`config.mk`:
```
export PLATFORM = sky130hd
export DESIGN_NAME = chord_arpeggio_sequencer
export DESIGN_NICKNAME = d
export VERILOG_FILES = /design/src/rtl/chord_arpeggio_sequencer_pkg.sv /design/src/rtl/chord_arpeggio_sequencer_beat_timer.sv /design/src/rtl/chord_arpeggio_sequencer.sv
export SDC_FILE = /design/constraint.sdc
export NUM_CORES = 1
export LEC_CHECK = 0
export ABC_AREA = 1
export CAP_MARGIN = 25
export CORE_MARGIN = 2
export CORE_UTILIZATION = 45
export DETAILED_ROUTE_END_ITERATION = 12
export PLACE_DENSITY = 0.74
export REMOVE_ABC_BUFFERS = 1
export SLEW_MARGIN = 0
export SYNTH_ARGS = -nofsm -noshare
export SYNTH_HDL_FRONTEND = slang
export SYNTH_SLANG_ARGS = --single-unit
```
`constraint.sdc`:
```
create_clock -name clk -period 3.19 [get_ports clk]
set_input_delay 0.4785 -clock clk [delete_from_list [all_inputs] [get_ports clk]]
set_output_delay 0.4785 -clock clk [all_outputs]
set_load 0.005 [all_outputs]
```
`src/rtl/chord_arpeggio_sequencer_pkg.sv`:
```
// Shared definitions for the chord arpeggio sequencer.
//   state_e          : playback FSM states
//   NOTE_C..NOTE_B   : pitch classes 0..11
//   chord codes      : REST (0) and the seven playable chord qualities
//   NOTES_PER_CHORD  : notes packed in one mapper word
//   norm12()         : folds a 4-bit note nibble into 0..11
package chord_arpeggio_sequencer_pkg;

  typedef enum logic [2:0] {
    ST_IDLE    = 3'd0,
    ST_FETCH   = 3'd1,
    ST_CAPTURE = 3'd2,
    ST_PLAY    = 3'd3,
    ST_HOLD    = 3'd4,
    ST_REST    = 3'd5,
    ST_ADVANCE = 3'd6
  } state_e;

  localparam logic [3:0] NOTE_C  = 4'd0;
  localparam logic [3:0] NOTE_CS = 4'd1;
  localparam logic [3:0] NOTE_D  = 4'd2;
  localparam logic [3:0] NOTE_DS = 4'd3;
  localparam logic [3:0] NOTE_E  = 4'd4;
  localparam logic [3:0] NOTE_F  = 4'd5;
  localparam logic [3:0] NOTE_FS = 4'd6;
  localparam logic [3:0] NOTE_G  = 4'd7;
  localparam logic [3:0] NOTE_GS = 4'd8;
  localparam logic [3:0] NOTE_A  = 4'd9;
  localparam logic [3:0] NOTE_AS = 4'd10;
  localparam logic [3:0] NOTE_B  = 4'd11;

  localparam logic [3:0] REST       = 4'd0;
  localparam logic [3:0] CHORD_MAJ7 = 4'd1;
  localparam logic [3:0] CHORD_MIN7 = 4'd2;
  localparam logic [3:0] CHORD_DIM7 = 4'd3;
  localparam logic [3:0] CHORD_AUG  = 4'd4;
  localparam logic [3:0] CHORD_DOM7 = 4'd5;
  localparam logic [3:0] CHORD_SUS2 = 4'd6;
  localparam logic [3:0] CHORD_SUS4 = 4'd7;

  localparam int NOTES_PER_CHORD = 4;

  // Nibbles 12..15 are the same pitch class one octave up; fold them down.
  function automatic logic [3:0] norm12(input logic [3:0] nibble);
    logic [3:0] res;
    if (nibble >= 4'd12) begin
      res = nibble - 4'd12;
    end else begin
      res = nibble;
    end
    return res;
  endfunction

endpackage

```
`src/rtl/chord_arpeggio_sequencer_beat_timer.sv`:
```
// Beat / rest duration counter.
//   clk, rst_n : clock, synchronous active-low reset
//   clear      : force count to zero (held while the timer is not in use)
//   enable     : count one per cycle
//   term       : terminal count value
//   tc         : high while enabled and count equals term
module chord_arpeggio_sequencer_beat_timer #(
  parameter int WIDTH = 16
) (
  input  logic             clk,
  input  logic             rst_n,
  input  logic             clear,
  input  logic             enable,
  input  logic [WIDTH-1:0] term,
  output logic             tc
);

  logic [WIDTH-1:0] count_r;

  // Cycle counter; cleared whenever the owner state is not active.
  always_ff @(posedge clk) begin
    if (!rst_n) begin
      count_r <= {WIDTH{1'b0}};
    end else if (clear) begin
      count_r <= {WIDTH{1'b0}};
    end else if (enable) begin
      count_r <= count_r + WIDTH'(1);
    end else begin
      count_r <= count_r;
    end
  end

  assign tc = enable && (count_r == term);

endmodule

```
`src/rtl/chord_arpeggio_sequencer.sv`:
```
// Chord progression arpeggiator.
//   prog_we/prog_addr/prog_chord : progression RAM write port (codes 8..15 stored as rest)
//   key, len, loop, start, stop  : playback controls (key and len latched at start)
//   map_chord/map_key -> mapper, map_notes <- mapper one cycle later
//   note_valid/note_ready/note_out : note stream to the tone generator
//   step_idx, busy, done         : status; done pulses when a non-looping run ends
module chord_arpeggio_sequencer
  import chord_arpeggio_sequencer_pkg::*;
#(
  parameter int DEPTH          = 8,
  parameter int TICKS_PER_BEAT = 50000,
  parameter int NOTES          = 4
) (
  input  logic                     clk,
  input  logic                     rst_n,
  input  logic                     prog_we,
  input  logic [$clog2(DEPTH)-1:0] prog_addr,
  input  logic [3:0]               prog_chord,
  input  logic [3:0]               key,
  input  logic [3:0]               len,
  input  logic                     loop,
  input  logic                     start,
  input  logic                     stop,
  output logic [3:0]               map_chord,
  output logic [3:0]               map_key,
  input  logic [15:0]              map_notes,
  output logic                     note_valid,
  input  logic                     note_ready,
  output logic [3:0]               note_out,
  output logic [$clog2(DEPTH)-1:0] step_idx,
  output logic                     busy,
  output logic                     done
);

  localparam int AW = $clog2(DEPTH);
  localparam int LW = AW + 1;
  localparam int TW = $clog2(NOTES * TICKS_PER_BEAT);
  localparam logic [TW-1:0] HOLD_TERM = TW'(TICKS_PER_BEAT - 1);
  localparam logic [TW-1:0] REST_TERM = TW'(NOTES * TICKS_PER_BEAT - 1);
  localparam logic [LW-1:0] DEPTH_L   = LW'(DEPTH);
  localparam logic [1:0]    LAST_IDX  = 2'(NOTES_PER_CHORD - 1);

  state_e        state_r, state_nxt;
  logic [3:0]    prog_r  [DEPTH];
  logic [3:0]    notes_r [NOTES_PER_CHORD];
  logic [AW-1:0] step_r, step_nxt;
  logic [1:0]    idx_r, idx_nxt;
  logic [3:0]    key_r, key_nxt;
  logic [LW-1:0] len_r, len_nxt, len_clamp_s;
  logic [4:0]    len_ext_s;
  logic [3:0]    map_chord_r, map_chord_nxt;
  logic [3:0]    note_out_r, note_nxt;
  logic          note_valid_r, busy_r, done_r, done_nxt;
  logic          capture_s, last_step_s, timer_en_s, timer_tc_s;
  logic [TW-1:0] timer_term_s;

  assign len_ext_s   = {1'b0, len};
  assign len_clamp_s = (len_ext_s > 5'(DEPTH)) ? DEPTH_L : LW'(len_ext_s);
  assign last_step_s = (LW'(step_r) == (len_r - LW'(1)));

  // One timer serves both the per-note hold and the whole-chord rest.
  assign timer_en_s   = (state_r == ST_HOLD) || (state_r == ST_REST);
  assign timer_term_s = (state_r == ST_HOLD) ? HOLD_TERM : REST_TERM;

  chord_arpeggio_sequencer_beat_timer #(.WIDTH(TW)) u_beat_timer (
    .clk    (clk),
    .rst_n  (rst_n),
    .clear  (!timer_en_s),
    .enable (timer_en_s),
    .term   (timer_term_s),
    .tc     (timer_tc_s)
  );

  // Progression RAM; intentionally not reset. Same-cycle fetch reads the old word.
  always_ff @(posedge clk) begin
    if (prog_we) begin
      prog_r[prog_addr] <= prog_chord[3] ? REST : prog_chord;
    end
  end

  // FSM state register.
  always_ff @(posedge clk) begin
    if (!rst_n) begin
      state_r <= ST_IDLE;
    end else begin
      state_r <= state_nxt;
    end
  end

  // Next-state and datapath next values; stop overrides every state.
  always_comb begin
    state_nxt     = state_r;
    step_nxt      = step_r;
    idx_nxt       = idx_r;
    key_nxt       = key_r;
    len_nxt       = len_r;
    map_chord_nxt = map_chord_r;
    note_nxt      = note_out_r;
    done_nxt      = 1'b0;
    capture_s     = 1'b0;
    if (stop) begin
      state_nxt = ST_IDLE;
    end else begin
      case (state_r)
        ST_IDLE: begin
          if (start && (len != 4'd0)) begin
            state_nxt     = ST_FETCH;
            step_nxt      = {AW{1'b0}};
            key_nxt       = key;
            len_nxt       = len_clamp_s;
            map_chord_nxt = prog_r[{AW{1'b0}}];
          end else begin
            state_nxt = ST_IDLE;
          end
        end
        ST_FETCH: begin
          state_nxt = ST_CAPTURE;
        end
        ST_CAPTURE: begin
          capture_s = 1'b1;
          idx_nxt   = 2'd0;
          if (map_chord_r == REST) begin
            state_nxt = ST_REST;
          end else begin
            state_nxt = ST_PLAY;
            note_nxt  = norm12(map_notes[15:12]);
          end
        end
        ST_PLAY: begin
          if (note_ready) begin
            state_nxt = ST_HOLD;
          end else begin
            state_nxt = ST_PLAY;
          end
        end
        ST_HOLD: begin
          if (timer_tc_s) begin
            if (idx_r != LAST_IDX) begin
              state_nxt = ST_PLAY;
              idx_nxt   = idx_r + 2'd1;
              note_nxt  = notes_r[idx_r + 2'd1];
            end else begin
              state_nxt = ST_ADVANCE;
            end
          end else begin
            state_nxt = ST_HOLD;
          end
        end
        ST_REST: begin
          if (timer_tc_s) begin
            state_nxt = ST_ADVANCE;
          end else begin
            state_nxt = ST_REST;
          end
        end
        ST_ADVANCE: begin
          if (!last_step_s) begin
            state_nxt     = ST_FETCH;
            step_nxt      = step_r + AW'(1);
            map_chord_nxt = prog_r[step_r + AW'(1)];
          end else if (loop) begin
            state_nxt     = ST_FETCH;
            step_nxt      = {AW{1'b0}};
            map_chord_nxt = prog_r[{AW{1'b0}}];
          end else begin
            state_nxt = ST_IDLE;
            done_nxt  = 1'b1;
          end
        end
        default: begin
          state_nxt = ST_IDLE;
        end
      endcase
    end
  end

  // Datapath and registered outputs.
  always_ff @(posedge clk) begin
    if (!rst_n) begin
      step_r       <= {AW{1'b0}};
      idx_r        <= 2'd0;
      key_r        <= 4'd0;
      len_r        <= {LW{1'b0}};
      map_chord_r  <= 4'd0;
      note_out_r   <= 4'd0;
      note_valid_r <= 1'b0;
      busy_r       <= 1'b0;
      done_r       <= 1'b0;
      for (int i = 0; i < NOTES_PER_CHORD; i++) begin
        notes_r[i] <= 4'd0;
      end
    end else begin
      step_r       <= step_nxt;
      idx_r        <= idx_nxt;
      key_r        <= key_nxt;
      len_r        <= len_nxt;
      map_chord_r  <= map_chord_nxt;
      note_out_r   <= note_nxt;
      note_valid_r <= (state_nxt == ST_PLAY);
      busy_r       <= (state_nxt != ST_IDLE);
      done_r       <= done_nxt;
      if (capture_s) begin
        // Normalise once at capture so the buffer always holds 0..11.
        for (int i = 0; i < NOTES_PER_CHORD; i++) begin
          notes_r[i] <= norm12(map_notes[15-4*i -: 4]);
        end
      end
    end
  end

  assign map_chord  = map_chord_r;
  assign map_key    = key_r;
  assign note_valid = note_valid_r;
  assign note_out   = note_out_r;
  assign step_idx   = step_r;
  assign busy       = busy_r;
  assign done       = done_r;

endmodule
```
==> out/qor.csv, run 1 <==
stage,metric,value,unit
grt,grt_pass1_wl,15.0,mm
finish,fin_nets,618,
setup_path,cp_cell_sequence,clkdlybuf4s50_1,
floorplan,die_w,99.5,um
synthesis,synth_cell_types,40,
routing,vias_per_cell,5.00,
power,clock_power_share,35.9,%
floorplan,start_util,46.6,%
floorplan,die_y,99.5,um
clock_tree,cts.sinks,84,
floorplan,row_count,34,
routing,drt_pass1_iterations,4,
sta,rsz0062_at_grt,no,
sta,worstMarginPinSlew,617,ps
finish,drive_gt1_share,7.57,%
sta,timing.final.crit_share,67.4,%
clock_tree,cts.path.max_buffers,2,
grt,grt_max_degree,18,
synthesis,synthMuxAreaShare,0,%
sta,slew_headroom,58.8,%
floorplan,dieArea,9910,um2
floorplan,core_area,8810,um2
sta,setup_violations,0,
sta,fmax,465,MHz
finish,antenna_cells,0,
place,gp_congestion,0.818,
setup_path,worstPathMaxFanout,17,
clock_tree,postCtsSetupBuffers,0,
place,place_hpwl,6.43,mm
power,p_per_area,440,nW/um2
finish,final_common_cell,nand2_1,
power,power.switching,501,uW
clock_tree,cts_root_buffer,clkbuf_8,
setup_path,crit_required,2710,ps
synthesis,syn_area_per_cell,7.90,um2
routing,drc_errors,0,
routing,drt_wl_total,8.56,mm
clock_tree,htreeDepth,3,
setup_path,start_kind,flop,
grt,antenna_found_initial,0,
sta,hold_viol_final,0,
sta,period_minus_slack,2150,ps
power,combPwrFrac,9.8,%
routing,num_vias,3445,
synthesis,synth-compound-area-share,7.01,%
setup_path,cp_slowest_stage_delay,700,ps
synthesis,synth_xor_area_share,1.07,%
synthesis,synth_cells,520,
synthesis,synth_simple_gate_area_share,32.3,%
finish,syn2layout_area_growth,20.3,%
synthesis,synthTopCellsByArea,"edfxtp_1 (29%), dfxtp_1 (21%), nand2_1 (11%), nor2_1 (8.2%), inv_1 (5.3%)",
clock_tree,holdBufCountCts,0,
finish,final_cell_mix,"nand2_1 (121), nor2_1 (90), inv_1 (58)",
routing,drt_iter0_drc,214,
synthesis,synth-seq-cells,84,
synthesis,synth-edff-count,40,
sta,skew,9.80,ps
clock_tree,clock_latency,350,ps
grt,first_global_vias,3349,
synthesis,synth-seq-area-share,50.7,%
run,maxCapViolations,0,
finish,final_util,56.1,%
setup_path,crit_slowest_cell,dfxtp_1,
hold_path,hp-class,reg2reg,
power,switching_share,23.0,%
sta,drv_slew,0,
setup_path,critPathCaptureType,primary output,
place,port_buffers,54,
grt,grt_use_total,18.9,%
synthesis,synth_area,4110,um2
clock_tree,cts_made_buffers,9,
synthesis,synth_top_family_by_area,simple AND/OR/NAND/NOR gates,
synthesis,yosysTopAreaCellShare,29.2,%
synthesis,synthAdderAreaFrac,1.22,%
setup_path,crit_type,reg2out,
power,p_int,1670,uW
routing,postRouteAntennaNets,0,
synthesis,yosysWarnings,0,
power,power_leakage,0.00194,uW
power,pwr-share-seq,54.3,%
routing,wl_per_cell,12.4,um
synthesis,synth_ff_type,dfxtp_1,
power,vdd_ir_drop_max,0.286,mV
status,status,completed,
setup_path,reg2reg_slack,1240,ps
setup_path,critPathArrivalTime,1670,ps
clock_tree,cts-resized-gates,0,
synthesis,yosys.area.top_type,edfxtp_1,
clock_tree,cts_tree,yes,
setup_path,cp_num_buf_inv,1,
floorplan,ios,56,
clock_tree,clk_pin_slew,80,ps
setup_path,cpLargestDelayFamily,flip-flops,
synthesis,async_flop_share,0,%
grt,overflow,0,
sta,fin_tns_setup,0,ps
final cells by class:
| class | instances | area (um2) |
|---|---|---|
| Clock inverter | 4 | 46.3 |
| Clock buffer | 12 | 158 |
| Fill cell | 782 | 3860 |
| Sequential cell | 84 | 2080 |
| Timing Repair Buffer | 57 | 563 |
| Tap cell | 108 | 135 |
| Inverter | 66 | 248 |
| Multi-Input combinational cell | 358 | 1710 |
cells by family after synthesis:
group | Yosys count
buf+inv | 78
compound gates | 51
simple gates | 297
flops | 84
xor+xnor | 5
fa+ha+maj | 4
other cells | 1
final timing paths:
path | cells past startpoint | from | to
max | 1 | step_idx[0]$_SDFFE_PN0P_ | step_idx[0]
min | 2 | idx_r[1]$_SDFFE_PN0P_ | idx_r[1]$_SDFFE_PN0P_
max reg2reg | 9 | step_idx[0]$_SDFFE_PN0P_ | map_chord[1]$_SDFFE_PN0P_
min reg2reg | 2 | idx_r[1]$_SDFFE_PN0P_ | idx_r[1]$_SDFFE_PN0P_
metal layers:
metal	part of all wire, %	routed length, um	GRT usage, %
met1	45	3840	23.4
met3	3.9	333	4.85
met2	50	4260	32.1
met4	1.5	125	6.32
met5	0	0	0
power groups by stage:
stage          clock network (uW)  registers, uW  logic (uW)
3_3_place_gp                    0           1200         207
5_1_grt                       850           1180         240
4_1_cts                       797           1180         214
2_1_floorplan                   0           1200         108
3_5_place_dp                    0           1200         213
6_report                      781           1180         213
stage by stage:
stage	cell area [um2]	total power (uW)	setup slack (ps)	hold slack, ps	cells
CTS	4940	2190	1000	497	689
global placement	4740	1410	1070	455	673
detailed placement	4740	1420	992	479	673
floorplan	4040	1310	1050	442	508
finish	4940	2170	1040	489	689
global route	4940	2270	922	526	689
sequential cells by signal, indices dropped and copies added, names as in the netlist, 2 cells and up:
register              cells
idx_r                     2
len_r                     4
map_chord                 3
map_key                   4
note_out                  4
notes_r                  16
prog_r                   24
state_r                   3
step_idx                  3
u_beat_timer.count_r     18
cell usage after synthesis (all sizes together) (2+ instances only):
cell,n
xnor2,4
a32o,4
nor2,96
nor3b,2
edfxtp,40
buf,10
inv,65
nand4,7
nor3,16
a21oi,20
dfxtp,44
nand3,45
nand2,126
clkbuf,2
or2,2
a31oi,2
ha,4
o21ai,22
No activity file was read; power rests on OpenSTA's default activity.
==> run 2: changes to the inputs <==
==> constraint.sdc (replaced) <==
create_clock -name clk -period 2.1 [get_ports clk]
set_input_delay 0.315 -clock clk [delete_from_list [all_inputs] [get_ports clk]]
set_output_delay 0.315 -clock clk [all_outputs]
set_load 0.005 [all_outputs]
==> run 2 against run 1 <==
Against the previous run: clock power up 36%; clock skew down 3.0 ps; hold slack worse by 15 ps; power up 46%; first-iteration DRC count down 1.9%; sequential power up 52%; routed wire length up 0.98%; non-clock buffer count up 5; global-route usage down 0.15 points; via count up 1.6%; largest cell class unchanged; highest routed layer unchanged.
==> out/qor.csv, run 2 (synthesis gave the netlist of run 1 again) <==
stage,metric,value,unit
grt,grt_use_total,18.7,%
floorplan,die_w,99.5,um
grt,met1_usage,22.9,%
floorplan,start_util,46.6,%
grt,antenna_found_initial,0,
routing,num_vias,3500,
grt,grt_pass1_wl,14.9,mm
place,gp_congestion,0.901,
finish,final_common_cell,nand2_1,
grt,busiest_layer,met2,
floorplan,row_count,34,
sta,slew_headroom,62.3,%
grt,grt_max_degree,17,
finish,fin_nets,623,
sta,hold_viol_final,0,
clock_tree,clock_latency,350,ps
grt,first_global_vias,3362,
hold_path,hp-class,reg2reg,
finish,reg.largest.list,"prog_r: 24 flops, u_beat_timer.count_r: 18 flops, notes_r: 16 flops",
routing,drt_iter0_drc,210,
sta,rsz0062_at_grt,no,
run,maxCapViolations,0,
setup_path,critPathCaptureType,primary output,
sta,skew,6.84,ps
sta,setup_violations,0,
clock_tree,cts.sinks,84,
grt,overflow,0,
routing,wl_per_cell,12.5,um
sta,drv_slew,0,
finish,regMostFlops,prog_r,
routing,drt_wl_total,8.64,mm
finish,drive_gt1_share,8.36,%
clock_tree,postCtsSetupBuffers,0,
setup_path,crit_required,1780,ps
sta,period_minus_slack,1800,ps
finish,antenna_cells,0,
finish,ff_latch_area,2080,um2
setup_path,critPathArrivalTime,1480,ps
sta,fmax,556,MHz
setup_path,crit_type,reg2out,
setup_path,start_kind,flop,
place,port_buffers,54,
status,status,completed,
floorplan,ios,56,
floorplan,dieArea,9910,um2
power,fin_total_pwr,3180,uW
finish,fillers,792,
sta,timing.final.crit_share,85.6,%
clock_tree,cts_made_buffers,9,
floorplan,die_y,99.5,um
power,vdd_ir_drop_max,0.377,mV
floorplan,core_area,8810,um2
grt,grt_use_met2,31.6,%
place,place_hpwl,6.61,mm
power,power_leakage,0.00195,uW
routing,drc_errors,0,
routing,drt_pass1_iterations,4,
clock_tree,htreeDepth,3,
sta,worstMarginPinSlew,563,ps
clock_tree,cts.path.max_buffers,2,
clock_tree,cts_tree,yes,
finish,final_util,56.3,%
clock_tree,cts_root_buffer,clkbuf_8,
clock_tree,clk_pin_slew,90,ps
grt,grtUsageMet3,3.58,%
clock_tree,holdBufCountCts,0,
finish,final_cell_mix,"nand2_1 (121), nor2_1 (90), inv_1 (58)",
finish,syn2layout_area_growth,20.7,%
setup_path,worstPathMaxFanout,15,
finish,multiInputGateArea,1710,um2
routing,vias_per_cell,5.04,
routing,postRouteAntennaNets,0,
power,p_per_area,641,nW/um2
finish,largest_reg_flops,24,
clock_tree,cts-resized-gates,0,
run 2: cell count changes in the layout (fill, tap and decap cells not counted):
| cell | delta |
|---|---|
| buf_4 | +5 |
| bufinv_16 | -1 |
| clkbuf_16 | -1 |
| clkbuf_2 | -1 |
| clkinv_2 | -2 |
| clkinv_4 | +2 |
| inv_4 | -1 |
| inv_6 | +3 |
| inv_8 | +1 |
run 2: cell type report:
cell class,instances,area share [%]
timing repair buffer,62,12.1
tap,108,2.72
multi-input combinational,358,34.5
inverter,66,4.99
sequential,84,42.0
clock buffer,10,2.57
clock inverter,6,1.11
run 2: metrics by stage:
step	std cells	worst slack, ps	hold slack (ps)	instance area, um2	setup TNS (ps)
floorplan	508	-38.0	394	4040	-608
global placement	678	325	461	4780	0
detailed placement	678	210	464	4780	0
CTS	694	280	478	4960	0
global route	694	82.0	504	4960	0
finish	694	302	473	4960	0
run 2: final timing paths:
kind	start	endpoint	slack, ps	cells past startpoint
hold reg to reg	idx_r[1]$_SDFFE_PN0P_	idx_r[1]$_SDFFE_PN0P_	470	2
setup reg to reg	u_beat_timer.count_r[0]$_SDFF_PN0_	busy$_SDFF_PN0_	300	10
hold / removal	idx_r[1]$_SDFFE_PN0P_	idx_r[1]$_SDFFE_PN0P_	470	2
setup / recovery	step_idx[0]$_SDFFE_PN0P_	step_idx[0]	300	2
run 2: critical path, stage by stage (launching register included):
cell and delay (ps):
dfxtp_1 380, buf_4 230, clkdlybuf4s50_1 530
run 2: where the power goes:
group	leakage [uW]	internal (uW)	switching (uW)
registers	0.000715	1760	27.3
logic	0.00114	159	173
clock network	0.0000938	455	605
total	0.00195	2370	805
run 2: per-layer routing:
metal	wire length, um	share of wire (%)	vias to the layer above
li1	-	-	1810
met5	0	0	-
met1	3800	44	1598
met3	258	3.0	19
met4	225	2.6	0
met2	4360	50	73
